==> config.mk <==
export PLATFORM = sky130hd
export DESIGN_NAME = spi_responder_flat
export DESIGN_NICKNAME = d
export VERILOG_FILES = /design/src/rtl/spi_responder_if.sv /design/src/rtl/spi_responder.sv /design/src/flat_wrapper.sv
export SDC_FILE = /design/constraint.sdc
export NUM_CORES = 1
export LEC_CHECK = 0
export CORE_MARGIN = 4
export CORE_UTILIZATION = 52
export DETAILED_ROUTE_END_ITERATION = 8
export HOLD_SLACK_MARGIN = 0.12
export PLACE_DENSITY_LB_ADDON = 0.12
export SYNTH_ARGS = -nofsm -noshare
export SYNTH_HDL_FRONTEND = slang
export SYNTH_SLANG_ARGS = --single-unit
==> constraint.sdc <==
create_clock -name sck -period 2.5 [get_ports sck]
set_clock_uncertainty 0.05 [all_clocks]
set_input_delay 0.75 -clock sck [delete_from_list [all_inputs] [get_ports sck]]
set_output_delay 0.75 -clock sck [all_outputs]
set_load 0.005 [all_outputs]
==> src/rtl/spi_responder_if.sv <==
// Bus bundle between the SPI responder and its master/monitor.
//   mosi        master -> responder serial data
//   miso        responder -> master serial data
//   tx_data/tx_valid/tx_ready   user push into the response FIFO
//   rx_data/rx_valid/rx_ready   user pop from the capture FIFO
//   tx_underrun                 one-cycle pulse, idle byte loaded
//   rx_overflow                 sticky, a captured byte was dropped
interface spi_responder_if;
  logic       mosi;
  logic       miso;
  logic [7:0] tx_data;
  logic       tx_valid;
  logic       tx_ready;
  logic [7:0] rx_data;
  logic       rx_valid;
  logic       rx_ready;
  logic       tx_underrun;
  logic       rx_overflow;

  // Responder side
  modport slave (
    input  mosi, tx_data, tx_valid, rx_ready,
    output miso, tx_ready, rx_data, rx_valid, tx_underrun, rx_overflow
  );

  // Master / user side
  modport master (
    output mosi, tx_data, tx_valid, rx_ready,
    input  miso, tx_ready, rx_data, rx_valid, tx_underrun, rx_overflow
  );
endinterface

==> src/rtl/spi_responder.sv <==
// SPI responder: free-running 8-bit MSB-first frames clocked by sck, no
// chip select. Captured mosi bytes go to an RX FIFO; response bytes are
// taken from a TX FIFO at each frame load, or IDLE_BYTE when it is empty.
// Ports:
//   sck  bus clock, all logic on posedge
//   rst  asynchronous active-high reset
//   bus  spi_responder_if.slave (serial lines plus TX/RX FIFO handshakes)
module spi_responder #(
  parameter int unsigned TX_DEPTH  = 4,
  parameter int unsigned RX_DEPTH  = 4,
  parameter logic [7:0]  IDLE_BYTE = 8'hFF
) (
  input  logic           sck,
  input  logic           rst,
  spi_responder_if.slave bus
);
  localparam int unsigned TX_AW = $clog2(TX_DEPTH);
  localparam int unsigned RX_AW = $clog2(RX_DEPTH);
  localparam int unsigned TX_PW = TX_AW + 1;
  localparam int unsigned RX_PW = RX_AW + 1;

  logic [2:0]       bit_cnt;
  logic [7:0]       rx_shift;
  logic [7:0]       tx_shift;
  logic             tx_ready_q;
  logic             rx_valid_q;
  logic             tx_underrun_q;
  logic             rx_overflow_q;

  logic [7:0]       tx_mem [TX_DEPTH];
  logic [7:0]       rx_mem [RX_DEPTH];
  logic [TX_PW-1:0] tx_wr_ptr, tx_rd_ptr, tx_wr_nxt, tx_rd_nxt;
  logic [RX_PW-1:0] rx_wr_ptr, rx_rd_ptr, rx_wr_nxt, rx_rd_nxt;

  logic             frame_end_c;
  logic             tx_empty_c;
  logic             tx_push_c;
  logic             tx_pop_c;
  logic             rx_full_c;
  logic             rx_pop_c;
  logic             rx_push_c;
  logic             rx_drop_c;
  logic [7:0]       rx_byte_c;

  // Frame timing and FIFO pointer arithmetic
  always_comb begin
    frame_end_c = (bit_cnt == 3'd7);
    tx_empty_c  = (tx_wr_ptr == tx_rd_ptr);
    tx_push_c   = bus.tx_valid && tx_ready_q;
    tx_pop_c    = frame_end_c && !tx_empty_c;
    rx_full_c   = ((rx_wr_ptr - rx_rd_ptr) == RX_PW'(RX_DEPTH));
    rx_pop_c    = bus.rx_ready && rx_valid_q;
    // A pop on the same edge frees the slot the push lands in
    rx_push_c   = frame_end_c && (!rx_full_c || rx_pop_c);
    rx_drop_c   = frame_end_c && rx_full_c && !rx_pop_c;
    rx_byte_c   = {rx_shift[6:0], bus.mosi};
    tx_wr_nxt   = tx_wr_ptr + TX_PW'(tx_push_c);
    tx_rd_nxt   = tx_rd_ptr + TX_PW'(tx_pop_c);
    rx_wr_nxt   = rx_wr_ptr + RX_PW'(rx_push_c);
    rx_rd_nxt   = rx_rd_ptr + RX_PW'(rx_pop_c);
  end

  // Shift registers, pointers and status flags
  always_ff @(posedge sck or posedge rst) begin
    if (rst) begin
      bit_cnt       <= 3'd0;
      rx_shift      <= 8'h00;
      tx_shift      <= IDLE_BYTE;
      tx_wr_ptr     <= '0;
      tx_rd_ptr     <= '0;
      rx_wr_ptr     <= '0;
      rx_rd_ptr     <= '0;
      tx_ready_q    <= 1'b1;
      rx_valid_q    <= 1'b0;
      tx_underrun_q <= 1'b0;
      rx_overflow_q <= 1'b0;
    end else begin
      bit_cnt   <= bit_cnt + 3'd1;
      rx_shift  <= rx_byte_c;
      tx_wr_ptr <= tx_wr_nxt;
      tx_rd_ptr <= tx_rd_nxt;
      rx_wr_ptr <= rx_wr_nxt;
      rx_rd_ptr <= rx_rd_nxt;
      // Flags follow the post-edge occupancy so they are plain flops
      tx_ready_q    <= ((tx_wr_nxt - tx_rd_nxt) != TX_PW'(TX_DEPTH));
      rx_valid_q    <= (rx_wr_nxt != rx_rd_nxt);
      tx_underrun_q <= frame_end_c && tx_empty_c;
      if (rx_drop_c) begin
        rx_overflow_q <= 1'b1;
      end
      if (frame_end_c) begin
        // Empty check uses pre-edge pointers: a same-edge push waits a frame
        tx_shift <= tx_empty_c ? IDLE_BYTE : tx_mem[tx_rd_ptr[TX_AW-1:0]];
      end else begin
        tx_shift <= {tx_shift[6:0], 1'b0};
      end
    end
  end

  // FIFO storage, data only, no reset needed
  always_ff @(posedge sck) begin
    if (tx_push_c) begin
      tx_mem[tx_wr_ptr[TX_AW-1:0]] <= bus.tx_data;
    end
    if (rx_push_c) begin
      rx_mem[rx_wr_ptr[RX_AW-1:0]] <= rx_byte_c;
    end
  end

  assign bus.miso        = tx_shift[7];
  assign bus.tx_ready    = tx_ready_q;
  assign bus.rx_valid    = rx_valid_q;
  assign bus.rx_data     = rx_mem[rx_rd_ptr[RX_AW-1:0]];
  assign bus.tx_underrun = tx_underrun_q;
  assign bus.rx_overflow = rx_overflow_q;
endmodule

==> src/flat_wrapper.sv <==
// flat-port wrapper written by rule: the top's interface ports become plain ports
module spi_responder_flat 
#(
  parameter int unsigned TX_DEPTH  = 4,
  parameter int unsigned RX_DEPTH  = 4,
  parameter logic [7:0]  IDLE_BYTE = 8'hFF
)
  (sck, rst, bus_mosi, bus_tx_data, bus_tx_valid, bus_rx_ready, bus_miso, bus_tx_ready, bus_rx_data, bus_rx_valid, bus_tx_underrun, bus_rx_overflow);
  spi_responder_if bus_i ();
  input  logic sck;
  input  logic rst;
  input wire logic [$bits(bus_i.mosi)-1:0] bus_mosi;
  input wire logic [$bits(bus_i.tx_data)-1:0] bus_tx_data;
  input wire logic [$bits(bus_i.tx_valid)-1:0] bus_tx_valid;
  input wire logic [$bits(bus_i.rx_ready)-1:0] bus_rx_ready;
  output wire logic [$bits(bus_i.miso)-1:0] bus_miso;
  output wire logic [$bits(bus_i.tx_ready)-1:0] bus_tx_ready;
  output wire logic [$bits(bus_i.rx_data)-1:0] bus_rx_data;
  output wire logic [$bits(bus_i.rx_valid)-1:0] bus_rx_valid;
  output wire logic [$bits(bus_i.tx_underrun)-1:0] bus_tx_underrun;
  output wire logic [$bits(bus_i.rx_overflow)-1:0] bus_rx_overflow;
  assign bus_i.mosi = bus_mosi;
  assign bus_i.tx_data = bus_tx_data;
  assign bus_i.tx_valid = bus_tx_valid;
  assign bus_i.rx_ready = bus_rx_ready;
  assign bus_miso = bus_i.miso;
  assign bus_tx_ready = bus_i.tx_ready;
  assign bus_rx_data = bus_i.rx_data;
  assign bus_rx_valid = bus_i.rx_valid;
  assign bus_tx_underrun = bus_i.tx_underrun;
  assign bus_rx_overflow = bus_i.rx_overflow;
  spi_responder #(.TX_DEPTH(TX_DEPTH), .RX_DEPTH(RX_DEPTH), .IDLE_BYTE(IDLE_BYTE)) u_core (.sck(sck), .rst(rst), .bus(bus_i));
endmodule
Yosys cells after proc, flatten, opt, wreduce, memory -nomap -nowiden
Memory sizes are Yosys's and may differ from the RTL's. Cells that the tools add are included.

RAM bits: 64. Output and inout bits: 13. Flip-flop bits (word level): 34. Input port bits: 13. Memories: 2. Word-level logic and storage cells: 42.

Memory list: u_core.rx_mem (depth 4, bits a word 8, rd ports 1, clocked after memory_dff 0, wr ports 1, line spi_responder.sv:31) `logic [7:0] rx_mem [RX_DEPTH];`; u_core.tx_mem (depth 4, bits a word 8, rd ports 1, clocked after memory_dff 0, wr ports 1, line spi_responder.sv:30) `logic [7:0] tx_mem [TX_DEPTH];`.

$add $sub $neg: 7. Equal/unequal tests: 5. Muxes and demuxes: 6. Reductions and logical operators: 11.

Operators with widths (number): $mux W8 (2); $add A3 B1 Y3 (4); $logic_and A1 B1 Y1 (7); $eq A3 B3 Y1 const B (2); $sub A3 B3 Y3 (2); $mux W1 (4); $add A3 B1 Y3 const B (1); $eq A3 B3 Y1 (1); $logic_not A1 Y1 (3); $ne A3 B3 Y1 (1); $ne A3 B3 Y1 const B (1); $logic_or A1 B1 Y1 (1).

Longest topological paths before layout
Gate-level depths: netlist (run 1).

Word-level depth: 7. Depth in mapped cells: 12.

Worst setup path after synthesis (run 1)
OpenSTA, ideal clock, no wires.

Path type: register -> register. Start point: reg u_core.rx_rd_ptr[1]. End point: mem u_core.rx_mem[1][0], enable pin. Cell stages (with the launch flop): 7. Required time: 2.048 ns. Slack: -0.225 ns. Path buffers: 1. Arrival: 2.274 ns. Clock period less this slack: 2.725 ns. Library setup time: 0.402 ns. Cell sequence: dfrtp_1 -> clkbuf_1 -> inv_1 -> ha_1 -> nor2b_1 -> xnor2_2 -> a2111oi_1.

Cells in the longest elaborated chain, start to end: 7.

Ends and longest elaborated chain: from (decl) (line spi_responder.sv:33) `logic [RX_PW-1:0] rx_wr_ptr, rx_rd_ptr, rx_wr_nxt, rx_rd_nxt;`; from (signal assigned) (line spi_responder.sv:83) `rx_rd_ptr <= rx_rd_nxt;`; $sub A3 B3 Y3 (line spi_responder.sv:51) `rx_full_c = ((rx_wr_ptr - rx_rd_ptr) == RX_PW'(RX_DEPTH));`; $eq A3 B3 Y1 (line spi_responder.sv:51); $logic_not A1 Y1 (line spi_responder.sv:54) `rx_push_c = frame_end_c && (!rx_full_c || rx_pop_c);`; $logic_or A1 B1 Y1 (line spi_responder.sv:54); $logic_and A1 B1 Y1 (line spi_responder.sv:54); $mux W1 (line spi_responder.sv:105) `if (rx_push_c) begin`; $mux W1 (not written as such) (line spi_responder.sv:106) `rx_mem[rx_wr_ptr[RX_AW-1:0]] <= rx_byte_c;`; to (decl) (line spi_responder.sv:31).

No other way between the ends.

Final worst setup path (run 1)
Start point: reg u_core.rx_rd_ptr[0]. End point: out bus_rx_data[2].

Cells in the longest elaborated chain, start to end: 1.

Ends and longest elaborated chain: $mem_v2 Z4 W8; to (decl) (line flat_wrapper.sv:18) `output wire logic [$bits(bus_i.rx_data)-1:0] bus_rx_data;`.

No other way between the ends.

==> impl_metrics.ini, run 1 <==
[status]
outcome = finished with violations
violations = negative setup slack

[timing]
slew_headroom = 0.7121
hold_viol_final = 0
setup_ws_ps = -11.02
setup_violations = 3
totalNegativeSetupSlack_ps = -30.04
maxClockFrequency_mhz = 398.2
fin_crit_sh = 1.004
rsz0062_at_grt = true
period_minus_slack_ps = 2511
worstMarginPinSlew_ps = 431.8
maxSlewViolCount = 0

[setup_path]
reg2reg_from = u_core.rx_rd_ptr[0]
worstReg2RegEnd = u_core.bus.rx_valid
end_kind = output pin
crit_fanout = 4
r2r_slack_ps = 70
worstPathArrival_ps = 1710
cp_data_required_time_ps = 1700
r2r_cells = 11
cp-start-kind = flop
path_class = reg -> out

[yosys]
syn-cell-area_mm2 = 0.003821
synthArstFlopShare = 0.3469
ys_ff_latch = 98
synth_cells = 185
ys_types = 33
syn_nets = 212
synth-simple-area-share = 0.02063
synthXorXnorAreaFrac = 0.04224
muxShareOfSynthArea = 0.1022
synth-edff-count = 64
yosysTopAreaCell = edfxtp_1
synth_compound_area_frac = 0.03897
seq_area_frac_synth = 0.7286
synth_area_per_cell_um2 = 20.65
yosysTopAreaCellShare = 0.5029
synth_area_leaders = edfxtp_1 (50%), dfrtp_1 (16%), dfstp_2 (6.2%), mux4_1 (5.5%), mux4_2 (4.7%)
synth_top_family_by_area = multiplexers
synth_fa_ha_area_frac = 0.04584
synth_ff_type = edfxtp_1
yosys_warnings = 0

[clock_tree]
hold_buffers = 0
root_buffer = clkbuf_8
clockBufferDepth = 2
htree_levels = 3
cts_tree = yes
numCtsBuffers = 9
clk_pin_slew_ps = 100
clk_latency_ps = 360
clock-sinks = 98

[worst_hold_path]
hold_depth = 1
hp-class = reg -> reg
hold_path_end = u_core.bit_cnt[0]
worstHoldStart = u_core.bit_cnt[0]

[layout]
layout_commonest_cell = edfxtp_1
multi_input_area_um2 = 993.5
syn_to_final_growth_pct = 20.01
nets = 268
drive_above_1_share = 0.3252
diodes = 0
final_core_util = 0.6568
fillers = 489
fin_area_mm2 = 0.004586
seq_area_mm2 = 0.002785
mostFrequentLayoutCells = edfxtp_1 (64), dfrtp_1 (24), buf_4 (23), clkdlybuf4s50_1 (17), ha_1 (11)

[global_route]
globalRouteOverflowTotal = 0
grt_max_degree = 35
antenna_found_initial = 0
grt_pass1_vias = 1928
grt_pass1_wl_um = 9611
grtUsageTotal = 0.1509

[drt]
drt_iter0_markers = 41
via_per_inst = 5.333
totalWireLength_um = 5971
vias = 1824
drcViolationCount = 0
dr.pass1.iters = 5
wl_per_cell_um = 17.46
antenna_left = 0

[place]
gp_congestion = 0.7520
portBuffers = 25
hpwl_um = 3901
placed_cell_area_mm2 = 0.004304

[floorplanning]
fp.dieH_um = 93.72
ios = 26
die_x_um = 93.72
rows = 30
core-area_mm2 = 0.006982
dieArea_mm2 = 0.008783
initial_utilization = 0.5473

[power]
ir_drop_v = 0.0005334
p_total_mw = 4.938
powerDensity_mw_per_mm2 = 1077
cellLeakagePower_nw = 1.766

[job]
drv_cap = 0
layout make-up:
| cell class | count | share of cell area |
|---|---|---|
| Clock inverter | 7 | 0.01965 |
| Timing Repair Buffer | 50 | 0.09495 |
| Tap cell | 96 | 0.02619 |
| Inverter | 10 | 0.008186 |
| Sequential cell | 98 | 0.6074 |
| Multi-Input combinational cell | 72 | 0.2166 |
| Clock buffer | 9 | 0.02701 |
per-stage QoR:
stage / worst slack, ps / hold WS [ps] / std cells
6_report: -11.02 / 388.3 / 342
5_1_grt: -56.63 / 410.1 / 342
4_1_cts: -22.80 / 398.4 / 341
3_5_place_dp: -353.9 / 377.9 / 320
3_3_place_gp: -232.2 / 359.2 / 320
2_1_floorplan: -100.0 / 347.1 / 185
worst max-delay path: stages, from the launching register on:
cell and delay [ps]:
dfrtp_1 370, buf_4 120, bufbuf_16 250, mux4_2 480
buf_2 140
sequential cells by signal (all words and copies together), names as in the netlist, 3 cells and up:
| name | cells |
|---|---|
| u_core.tx_wr_ptr | 3 |
| u_core.rx_shift | 7 |
| u_core.tx_mem | 32 |
| u_core.rx_wr_ptr | 3 |
| u_core.bit_cnt | 3 |
| u_core.tx_shift | 8 |
| u_core.rx_rd_ptr | 3 |
| u_core.rx_mem | 32 |
| u_core.tx_rd_ptr | 3 |
kinds of logic after synthesis:
family | Yosys count
AOI/OAI and AO/OA | 15
xor gates and xnor gates | 13
adders and majority gates | 14
buffers and inverters | 15
DFF | 98
muxes | 16
and+or+nand+nor | 14
cells in the mapped netlist (2+ instances only):
cell / count
nand2_1: 2
ha_1: 14
nor3b_1: 2
edfxtp_1: 64
o22a_1: 7
a2111oi_1: 3
dfstp_2: 9
inv_1: 10
xnor2_2: 2
mux4_2: 8
xor2_1: 9
nor3_1: 2
mux4_1: 8
dfrtp_1: 25
buf_6: 2
where the power goes:
| group | total, mW | leakage [nW] | internal [mW] | switching [mW] |
|---|---|---|---|---|
| clock network | 1.08 | 0.110 | 0.492 | 0.591 |
| registers | 2.24 | 0.968 | 2.06 | 0.183 |
| logic | 1.61 | 0.688 | 0.916 | 0.699 |
routing by layer:
layer  GRT usage  up-vias  share of wire
met1      0.1655      943           0.39
met2      0.2732       30           0.56
met4     0.08303        0          0.015
met3     0.02804        6          0.031
li1            -      845              -
met5           0        -              0
worst max path at each step:
stage                                    from             endpoint  slack, ps  cells after the start
after floorplan           u_core.rx_rd_ptr[1]  u_core.rx_mem[1][0]       -100                      6
after global placement           bus_rx_ready  u_core.bus.rx_valid       -230                      9
after detailed placement         bus_rx_ready  u_core.bus.rx_valid       -350                      9
after CTS                 u_core.rx_rd_ptr[0]       bus_rx_data[2]        -20                      4
after global routing      u_core.rx_rd_ptr[0]       bus_rx_data[2]        -60                      4
final                     u_core.rx_rd_ptr[0]       bus_rx_data[2]        -10                      4
repair_timing:
| action | CTS | global route |
|---|---|---|
| gates resized for setup | 22 | 14 |
| buffers inserted | 4 | 1 |
| endpoints found under the setup margin | 9 | 12 |
| cloned | 1 | 0 |
| pin swaps | 4 | 3 |
Note: power is estimated with default switching activity, not from simulation.
==> run 2, diff against run 1 <==
ABC_AREA = 1   (was unset)
CELL_PAD_IN_SITES_DETAIL_PLACEMENT = 1   (was unset)
CELL_PAD_IN_SITES_GLOBAL_PLACEMENT = 1   (was unset)
CORE_UTILIZATION = 43   (was 52)
CTS_CLUSTER_SIZE = 8   (was unset)
==> run 2 against run 1 <==
  * The run now ends clean
  * Synthesized area up 4.8%
  * Global-route usage down 0.28 points
  * Count of clock-buffer cells in the layout unchanged
  * Final cell count up 48%
  * Register-to-register slack better by 70 ps
  * Final area up 3.2%
  * Clock power down 5%
  * Sequential cell count unchanged
  * Non-clock buffer count down 1
  * Largest cell class unchanged
  * Largest power group unchanged
==> impl_metrics.ini, run 2 <==
[status]
outcome = finished, final reports clean

[yosys]
synth-simple-area-share = 0.1646
synth_area_leaders = edfxtp_1 (48%), dfrtp_1 (16%), nand2_1 (10%), dfstp_2 (5.9%), ha_1 (4.4%)
synth_area_per_cell_um2 = 11.78
synthXorXnorAreaFrac = 0.01499
muxShareOfSynthArea = 0
yosysTopAreaCellShare = 0.4797
yosys_warnings = 0
synth_compound_area_frac = 0.03623
seq_area_frac_synth = 0.6949
synth-edff-count = 64
syn_nets = 367
synthArstFlopShare = 0.3469
ys_ff_latch = 98
synth_cells = 340
syn-cell-area_mm2 = 0.004006
post-synth-top-count-cell = nand2_1
synth_top_family_by_area = simple AND/OR/NAND/NOR gates
ys_top_cells_by_count = nand2_1 (109), edfxtp_1 (64), dfrtp_1 (25), inv_1 (25), nor2_1 (23)
ys_types = 28
synth_ff_type = edfxtp_1
yosysTopAreaCell = edfxtp_1
synth_fa_ha_area_frac = 0.04372

[layout]
drive_above_1_share = 0.1558
fin_area_mm2 = 0.004733
fillers = 933
seq_area_mm2 = 0.002786
mostFrequentLayoutCells = nand2_1 (109), edfxtp_1 (64), inv_1 (24), dfrtp_1 (23), nor2_1 (22)
diodes = 0
multi_input_area_mm2 = 0.001062
syn_to_final_growth_pct = 18.14
layout_commonest_cell = nand2_1
nets = 420

[drt]
wl_per_cell_um = 15.03
dr.pass1.iters = 4
totalWireLength_um = 7604
vias = 2522
via_per_inst = 4.984
drcViolationCount = 0
antenna_left = 0
drt_iter0_markers = 76

[floorplanning]
die_x_um = 104.5
core-area_mm2 = 0.008891
rows = 34
fp.dieH_um = 104.5
initial_utilization = 0.4506
dieArea_mm2 = 0.01093
ios = 26

[clock_tree]
clk_latency_ps = 350
clock-sinks = 98
cts_tree = yes
clockBufferDepth = 2
hold_buffers = 0
htree_levels = 3
root_buffer = clkbuf_8
clk_pin_slew_ps = 90
numCtsBuffers = 9

[global_route]
globalRouteOverflowTotal = 0
grt_max_degree = 35
antenna_found_initial = 0
grt_pass1_wl_um = 12750
grt_pass1_vias = 2714
grtUsageTotal = 0.1480

[place]
placed_cell_area_mm2 = 0.004462
portBuffers = 25
dp_slack_ps = -115.4
gp_congestion = 0.7233
hpwl_um = 5179

[setup_path]
path_class = reg -> out
end_kind = output pin
crit_fanout = 16
worstPathArrival_ps = 1580
cp_data_required_time_ps = 1700
cp-start-kind = flop

[timing]
holdWs_ps = 387.2
totalNegativeSetupSlack_ps = 0
hold_viol_final = 0
setup_ws_ps = 121.9
fin_crit_sh = 0.9512
rsz0062_at_grt = false
period_minus_slack_ps = 2378
slew_headroom = 0.7048
setup_violations = 0
maxSlewViolCount = 0
maxClockFrequency_mhz = 420.5
worstMarginPinSlew_ps = 442.8

[power]
p_total_mw = 5.162
ir_drop_v = 0.0003726
cellLeakagePower_nw = 2.016
powerDensity_mw_per_mm2 = 1091

[worst_hold_path]
hp-class = reg -> reg

[job]
drv_cap = 0
## run 2: path summary, 6_finish.rpt
| path | start | endpoint | slack [ps] | cells past startpoint |
|---|---|---|---|---|
| max in group asynchronous | rst | u_core.bus.tx_ready | 1300 | 3 |
| min reg2reg | u_core.bit_cnt[0] | u_core.bit_cnt[0] | 390 | 1 |
| min in group asynchronous | rst | u_core.rx_shift[6] | 740 | 3 |
| max | u_core.rx_rd_ptr[0] | bus_rx_data[1] | 120 | 5 |
| min | u_core.bit_cnt[0] | u_core.bit_cnt[0] | 390 | 1 |
| max reg2reg | u_core.tx_rd_ptr[0] | u_core.bus.tx_ready | 140 | 14 |
## run 2: worst max-delay path: stages, from the launching register on
cell and delay, ps:
dfrtp_2 440, buf_4 160, inv_6 110, o21ai_0 110
o22ai_1 140, dlygate4sd2_1 280
## run 2: timing repair
item / 4_1_cts / 5_1_grt
hold endpoints to repair: 0 / 0
pin swaps: 0 / 1
gates cloned: 0 / 0
endpoints found under the setup margin: 8 / 4
setup buffers: 2 / 3
gates resized for setup: 13 / 7
## run 2: cells by family after synthesis
family	Yosys count
simple gates	160
flops	98
buf+inv	35
compound gates	27
fa+ha+maj	14
xor+xnor	6
## run 2: final cells by class
cell class	instances	area share
timing repair buffer	49	0.09199
sequential	98	0.5887
multi-input combinational	207	0.2244
clock buffer	9	0.02617
tap	108	0.02855
inverter	28	0.02432
clock inverter	7	0.01586
## run 2: power breakdown
| part | leakage (nW) | switching [mW] | internal (mW) |
|---|---|---|---|
| clock | 0.104 | 0.554 | 0.472 |
| sequential | 0.966 | 0.182 | 2.05 |
| combinational | 0.945 | 1.09 | 0.811 |
| total | 2.02 | 1.83 | 3.33 |
## run 2: per-stage QoR
| stage | util | instances |
|---|---|---|
| 5_1_grt | 0.5324 | 506 |
| 3_3_place_gp | 0.5018 | 485 |
| 3_5_place_dp | 0.5018 | 485 |
| 6_report | 0.5324 | 506 |
| 2_1_floorplan | - | 340 |
| 4_1_cts | 0.5265 | 503 |
## run 2: per-layer routing
metal  vias up  wire, um  GRT usage
met5         -         0          0
met4         0       102    0.05888
met3         8       164    0.02917
met2        23      4058     0.2689
met1      1250      3279     0.1711
li1       1241         -          -
